$ cat src/rtl/vme_bus_timer.sv
// rtl/vme_bus_timer.sv - VME data-transfer watchdog that drives BERR* on an unacknowledged cycle
//
// Ports:
//   clock               system clock (also the VME SYSCLK)
//   reset               asynchronous active-low reset
//   vme_address_strobe  AS*, active-low, asynchronous to clock
//   vme_data_strobe     {DS1*, DS0*}, active-low, asynchronous
//   vme_dtack           DTACK*, active-low, asynchronous
//   vme_berr_in         sampled BERR* line (may be driven by another master/slave)
//   vme_write           WRITE*, low = write
//   vme_address         A[23:1]
//   vme_berr            BERR* drive: 0 = pull low, 1 = release
//   timeout_pulse       one-cycle pulse per timeout
//   timeout_count       saturating count of timeouts since reset
//   fault_address       {A[23:1], WRITE*} of the last timed-out cycle
//
// Optional feature: define VME_BUS_TIMER_CAPTURE_EN to capture fault_address;
// without it fault_address is tied to zero.

module vme_bus_timer #(
  parameter int unsigned TIMEOUT_CYCLES = 1024
) (
  input  logic        clock,
  input  logic        reset,
  input  logic        vme_address_strobe,
  input  logic [1:0]  vme_data_strobe,
  input  logic        vme_dtack,
  input  logic        vme_berr_in,
  input  logic        vme_write,
  input  logic [22:0] vme_address,
  output logic        vme_berr,
  output logic        timeout_pulse,
  output logic [7:0]  timeout_count,
  output logic [23:0] fault_address
);

  localparam logic [15:0] TIMEOUT_VAL = 16'(TIMEOUT_CYCLES);

  typedef enum logic [1:0] {
    IDLE         = 2'd0,
    COUNT        = 2'd1,
    ERROR        = 2'd2,
    WAIT_RELEASE = 2'd3
  } state_t;

  // Two-flop synchronizer, bit order {AS*, DS1*, DS0*, DTACK*, BERR*}
  logic [4:0] sync_meta;
  logic [4:0] sync_q;

  always_ff @(posedge clock or negedge reset) begin
    if (!reset) begin
      sync_meta <= '1;
      sync_q    <= '1;
    end else begin
      sync_meta <= {vme_address_strobe, vme_data_strobe, vme_dtack, vme_berr_in};
      sync_q    <= sync_meta;
    end
  end

  logic       as_s;
  logic [1:0] ds_s;
  logic       dtack_s;
  logic       berr_in_s;
  logic       strobed;
  logic       released;
  logic       terminated;

  assign as_s       = sync_q[4];
  assign ds_s       = sync_q[3:2];
  assign dtack_s    = sync_q[1];
  assign berr_in_s  = sync_q[0];
  assign strobed    = !as_s && (ds_s != 2'b11);
  assign released   = (ds_s == 2'b11);
  assign terminated = !dtack_s || !berr_in_s;

  // The synchronizer resets to "released", so the real bus is only visible
  // two clocks after reset. settle marks that point; armed stays low until
  // IDLE has seen a quiet bus, so a cycle already running at reset release
  // is parked in WAIT_RELEASE instead of being timed.
  logic [1:0] settle;
  logic       armed;
  logic       armed_next;

  state_t      state;
  state_t      state_next;
  logic [15:0] counter;
  logic [15:0] counter_next;
  logic        berr_next;
  logic        fire;

  always_comb begin
    state_next   = state;
    counter_next = counter;
    berr_next    = vme_berr;
    armed_next   = armed;
    fire         = 1'b0;
    case (state)
      IDLE: begin
        counter_next = '0;
        berr_next    = 1'b1;
        if (settle[1]) begin
          if (strobed) begin
            if (!armed || terminated) begin
              state_next = WAIT_RELEASE;
            end else begin
              state_next   = COUNT;
              counter_next = 16'd1;
            end
          end else begin
            armed_next = 1'b1;
          end
        end
      end
      COUNT: begin
        // Termination outranks the timeout when both land in one cycle.
        if (terminated) begin
          state_next   = WAIT_RELEASE;
          counter_next = '0;
        end else if (!strobed) begin
          state_next   = IDLE;
          counter_next = '0;
        end else if (counter == TIMEOUT_VAL) begin
          state_next   = ERROR;
          counter_next = '0;
          berr_next    = 1'b0;
          fire         = 1'b1;
        end else begin
          counter_next = counter + 16'd1;
        end
      end
      ERROR: begin
        berr_next = 1'b0;
        if (released) begin
          state_next = IDLE;
          berr_next  = 1'b1;
        end
      end
      WAIT_RELEASE: begin
        berr_next = 1'b1;
        if (released) begin
          state_next = IDLE;
        end
      end
      default: begin
        state_next   = IDLE;
        counter_next = '0;
        berr_next    = 1'b1;
      end
    endcase
  end

  always_ff @(posedge clock or negedge reset) begin
    if (!reset) begin
      state         <= IDLE;
      counter       <= '0;
      vme_berr      <= 1'b1;
      timeout_pulse <= 1'b0;
      timeout_count <= '0;
      settle        <= '0;
      armed         <= 1'b0;
    end else begin
      state         <= state_next;
      counter       <= counter_next;
      vme_berr      <= berr_next;
      timeout_pulse <= fire;
      settle        <= {settle[0], 1'b1};
      armed         <= armed_next;
      if (fire && (timeout_count != 8'hFF)) begin
        timeout_count <= timeout_count + 8'd1;
      end
    end
  end

`ifdef VME_BUS_TIMER_CAPTURE_EN
  always_ff @(posedge clock or negedge reset) begin
    if (!reset) begin
      fault_address <= '0;
    end else if (fire) begin
      fault_address <= {vme_address, vme_write};
    end
  end
`else
  // Address and WRITE* are only consumed by the capture path.
  logic unused_capture_inputs;
  assign unused_capture_inputs = ^{vme_address, vme_write};
  assign fault_address = '0;
`endif

endmodule

$ cat config.mk
export PLATFORM = sky130hd
export DESIGN_NAME = vme_bus_timer
export DESIGN_NICKNAME = d
export VERILOG_FILES = /design/src/rtl/vme_bus_timer.sv
export SDC_FILE = /design/constraint.sdc
export NUM_CORES = 1
export LEC_CHECK = 0
export CAP_MARGIN = 20
export CELL_PAD_IN_SITES_DETAIL_PLACEMENT = 0
export CELL_PAD_IN_SITES_GLOBAL_PLACEMENT = 1
export CORE_ASPECT_RATIO = 0.6
export CORE_MARGIN = 2
export CORE_UTILIZATION = 36
export CTS_CLUSTER_SIZE = 8
export DETAILED_ROUTE_END_ITERATION = 6
export HOLD_SLACK_MARGIN = 0.02
export MAX_ROUTING_LAYER = met4
export PLACE_DENSITY = 0.88
export SETUP_SLACK_MARGIN = 0.05
export SYNTH_ARGS = -nofsm -noshare
export SYNTH_HDL_FRONTEND = slang
export SYNTH_SLANG_ARGS = --single-unit
$ cat constraint.sdc
create_clock -name clock -period 2.05 [get_ports clock]
set_input_delay 0.615 -clock clock [delete_from_list [all_inputs] [get_ports clock]]
set_output_delay 0.615 -clock clock [all_outputs]
set_load 0.02 [all_outputs]
## After elaboration in Yosys (flattened, before gate mapping)

Index checks and enable logic that the tools add are counted.
W data, S select, Z words.

- Bits in registers: 41
- Word-level logic and storage cells: 65

- Reduce and logical (&&, ||, !) cells: 15
- $add $sub $neg: 2
- Bitwise gates (word level): 1
- Mux-type cells: 24
- Equal/unequal tests: 14

Operator list:

| operator | number |
|---|---|
| $mux W16 | 3 |
| $pmux W16 S2 | 1 |
| $add A16 B1 Y16 const B | 1 |
| $eq A16 B11 Y1 const B | 1 |
| $mux W2 | 7 |
| $ne A2 B2 Y1 const B | 6 |
| $mux W1 | 11 |
| $add A8 B1 Y8 const B | 1 |
| $ne A8 B8 Y1 const B | 1 |
| $eq A2 B2 Y1 const B | 3 |
| $pmux W2 S3 | 1 |
| $reduce_and A3 Y1 | 2 |
| $logic_not A1 Y1 | 4 |
| $ne A4 B4 Y1 const B | 1 |
| $reduce_and A4 Y1 | 1 |
| $reduce_or A2 Y1 | 2 |
| $pmux W1 S3 | 1 |
| $eq A2 B1 Y1 const B | 1 |
| $logic_and A1 B1 Y1 | 2 |
| $logic_not A2 Y1 | 1 |
| $logic_or A1 B1 Y1 | 2 |
| $ne A2 B1 Y1 const B | 1 |
| $reduce_bool A2 Y1 | 1 |
| $not A1 Y1 | 1 |

## Logic depth before layout (Yosys ltp)

- Depth after elaboration: 7
- Depth in mapped cells: 8
- Gate-level depth less buffers: 6

## Least setup slack after synthesis

Ideal clock, no wire load.

- Path type: register -> register
- Start: register state[1]
- End: register timeout_count[6]
- Stages on the path, launching flop included: 7
- Buffers on the path: 1
- Clock period less this slack: 1.806 ns
- Data arrival time: 1.681 ns
- Setup slack: 0.244 ns
- Data required time: 1.925 ns
- Cells stage by stage: dfrtp_1 -> inv_1 -> ha_1 -> buf_2 -> nand4_2 -> nor4_1 -> mux2_2

- Longest elaborated chain between the ends: 3

RTL lines:

| element | line | RTL |
|---|---|---|
| start, declared | 84 | `state_t state;` |
| start signal, assigned | 162 | `state <= state_next;` |
| $eq A2 B1 Y1 | 97 | `case (state)` |
| $mux W1 | 97 |  |
| $logic_and A1 B1 Y1 | 168 | `if (fire && (timeout_count != 8'hFF)) begin` |
| end signal, assigned | 169 | `timeout_count <= timeout_count + 8'd1;` |
| end, declared | 33 | `output logic [7:0] timeout_count,` |

Every way passes these cells.
A chain may end at the register's enable or synchronous reset.

## Worst setup path in the final report

- Start: register timeout_count[6]
- End: output timeout_count[6]

No word-level cell between the ends.

==> metrics <==
Seq/Total Area, Yosys=46.0%; Clk pwr share=approximately a third; Critical Path, Cell by Cell=clkdlybuf4s50_1; number of global-route vias before repair=approximately 1400; crit path launch type=register; first-pass GRT wire length=7050 um; antenna cell count=0; maxcap violations=0; PnR Total Power=0.00235 W; synth unique cells=46; Initial Util=between 30 and 40%; post-synthesis area per instance=10.6 sq um; Max Fclk=522 MHz; Final period util=between 90% and 100%; Antenna Nets Post-Route=0; Mapped Area=around 2300 sq um; unrepaired setup endpoints after global routing=false; Crit Path Class=register to output pin; dpl hpwl=3200 um; Reg power frac=39.0%; nets=280; CP max stage delay=a little over 0.6 ns; Clock Tree Buf Depth=2; Gate power share=between 20 and 30%; grt total ovfl=0; Layout Skew=between 0.005 and 0.006 ns; min cycle time layout=1.92 ns; # setup viols final=0; CP bufs+invs=1; critical path peak fanout=4; NetSw=approximately 0.00071 W; Vias=1593; worst setup margin=0.134 ns; Crit path required time=1.43 ns; gr usage total=13.5%; Seq cells post-synth=slightly above 40; DRC=0; htree depth=2; Pleak=approximately 1.2 nW; number of CTS-inserted buffers=5; most frequent cells in the layout=dfrtp_1, conb_1, buf_4, nand2_1; gp weighted congestion=0.865; WL per Instance=13.5 um; Pins Over Slew Limit=0; Critical Path AT=1.30 ns; Internal Power=0.00164 W; number of I/O port buffers=16; Crit. End Element=output pin; final WL=4400 um; worst min path class=input port to async pin; fraction of layout cells with a size suffix above 1=22.6%; Top-Level Pins=65; initial antenna violation count=0; CP top delay family=buffers and inverters; CTS sink cnt=41; YS warnings=0; Die Y=between 60 and 70 um; area delta synth->final=17.8%; post-synthesis cell count=214; Clk pin slew, worst setup/hold paths=about 0.08 ns; status=finished, final reports clean; die area=6950 sq um; peak supply drop=452 uV; pwr/cell area=881 nW/um^2; final hold violations=0; Primary FF master, synth=dfrtp_1; setup_tns=0 ns; row cnt=22; CTS tree=yes; number of detailed-route iterations in the first pass=4; pre-CTS setup slack=0.0614 ns; largest net degree at the start of global routing=22; vias per cell=4.87; Horiz. Die Dim=106 um; WHS=0.268 ns; cts hold-fix bufs=0; worst skew pair latency=roughly 0.30 ns; slowest stage cell, crit path=clkdlybuf4s50_1; Post-synth EDFFs=0; CTS Root Cell=clkbuf_8; commonest non-fill, non-tap cell in the layout=dfrtp_1; Sw Share=between 30% and 40%; Iteration-0 DRC Markers=80; Core Region=6080 sq um; share of flip-flops with an asynchronous set or reset=100%
==> through the flow <==
step	std cells	cell area [sq um]	utilization, %
finish	327	2670	43.8
global route	327	2670	43.8
CTS	326	2610	42.9
detailed placement	318	2480	40.8
global placement	318	2480	40.8
floorplan	237	2350	-
==> cell usage after synthesis, types with 2 or more instances <==
library cell / n / area share, %
dfrtp_1: 30 / 33
buf_4: 25 / 8.3
nand2_1: 12 / 2.0
dfstp_2: 11 / 13
nand3_1: 11 / 2.4
nand4_1: 10 / 2.8
a21oi_1: 9 / 2.0
nor2_1: 9 / 1.5
xor2_1: 9 / 3.5
a31oi_1: 8 / 2.2
buf_2: 7 / 1.5
ha_1: 7 / 3.9
and4_1: 6 / 2.3
inv_1: 6 / 1.0
nor4_2: 5 / 2.8
and2_1: 3 / 0.83
o21ai_0: 3 / 0.66
or3_1: 3 / 0.83
a22o_1: 2 / 0.77
a2bb2oi_1: 2 / 0.77
and3_1: 2 / 0.55
conb_1: 2 / 0.33
mux2i_1: 2 / 0.88
nand3b_1: 2 / 0.66
nand4_2: 2 / 1.1
nor3_1: 2 / 0.44
nor4_1: 2 / 0.55
nor4b_2: 2 / 1.3
o22ai_1: 2 / 0.55
o2bb2ai_1: 2 / 0.77
==> registers in the layout (all words and copies together) (netlist names) <==
| register | flops |
|---|---|
| counter | 16 |
| timeout_count | 8 |
| sync_meta | 5 |
| sync_q | 5 |
| settle | 2 |
| state | 2 |
| armed | 1 |
| timeout_pulse | 1 |
| vme_berr | 1 |
==> worst paths after layout <==
| check | start | end | slack (ns) | depth (start not counted) |
|---|---|---|---|---|
| hold / removal | reset | timeout_count[6] | 0.27 | 1 |
| setup reg to reg | counter[0] | counter[3] | 0.14 | 7 |
| setup / recovery | timeout_count[6] | timeout_count[6] | 0.13 | 1 |
| max in group asynchronous | reset | sync_meta[1] | 1.17 | 2 |
| hold reg to reg | settle[0] | settle[1] | 0.36 | 0 |
| min in group clock | settle[0] | settle[1] | 0.36 | 0 |
==> layout make-up <==
| cell class | count | area (sq um) |
|---|---|---|
| fillers | 598 | 3420 |
| clock inverters | 3 | 65.1 |
| multi-input cells | 156 | 1080 |
| inverters | 6 | 22.5 |
| well taps | 84 | 105 |
| flip-flops and latches | 41 | 1040 |
| repair buffers | 32 | 282 |
| clock buffers | 5 | 68.8 |
==> layer usage <==
| layer | share of wire [%] | track usage [%] | vias up | wire (um) |
|---|---|---|---|---|
| li1 | - | - | 780 | - |
| met2 | 40 | 16.7 | 32 | 1770 |
| met1 | 54 | 20.3 | 775 | 2390 |
| met5 | 0 | - | - | 0 |
| met3 | 4.4 | 3.67 | 6 | 194 |
| met4 | 1.1 | 5.26 | 0 | 48 |
==> logic make-up (layout without fill, tap and decap cells) <==
kind of cell / count (synthesis) / after routing / share of synthesized area, %
compound gates: 35 / 35 / 10.7
xor+xnor: 9 / 9 / 3.48
fa+ha+maj: 7 / 7 / 3.87
buf+inv: 40 / 46 / 11.5
flops: 41 / 41 / 46.0
mux: 4 / 4 / 1.88
other cells: 2 / 25 / 0.332
simple gates: 76 / 76 / 22.3
==> power groups by stage <==
stage	registers, W	logic [W]	clock network, W
after detailed placement	0.000933	0.000640	0
after floorplan	0.000938	0.000450	0
after CTS	0.000916	0.000635	0.000800
after global routing	0.000925	0.000714	0.000836
after global placement	0.000932	0.000629	0
final	0.000915	0.000651	0.000783
==> what timing repair did <==
item,4_1_cts,5_1_grt
pin swaps,0,2
gates resized for setup,4,10
setup endpoints to repair,8,23
setup buffers,0,1
(Power assumes the default switching activity.)
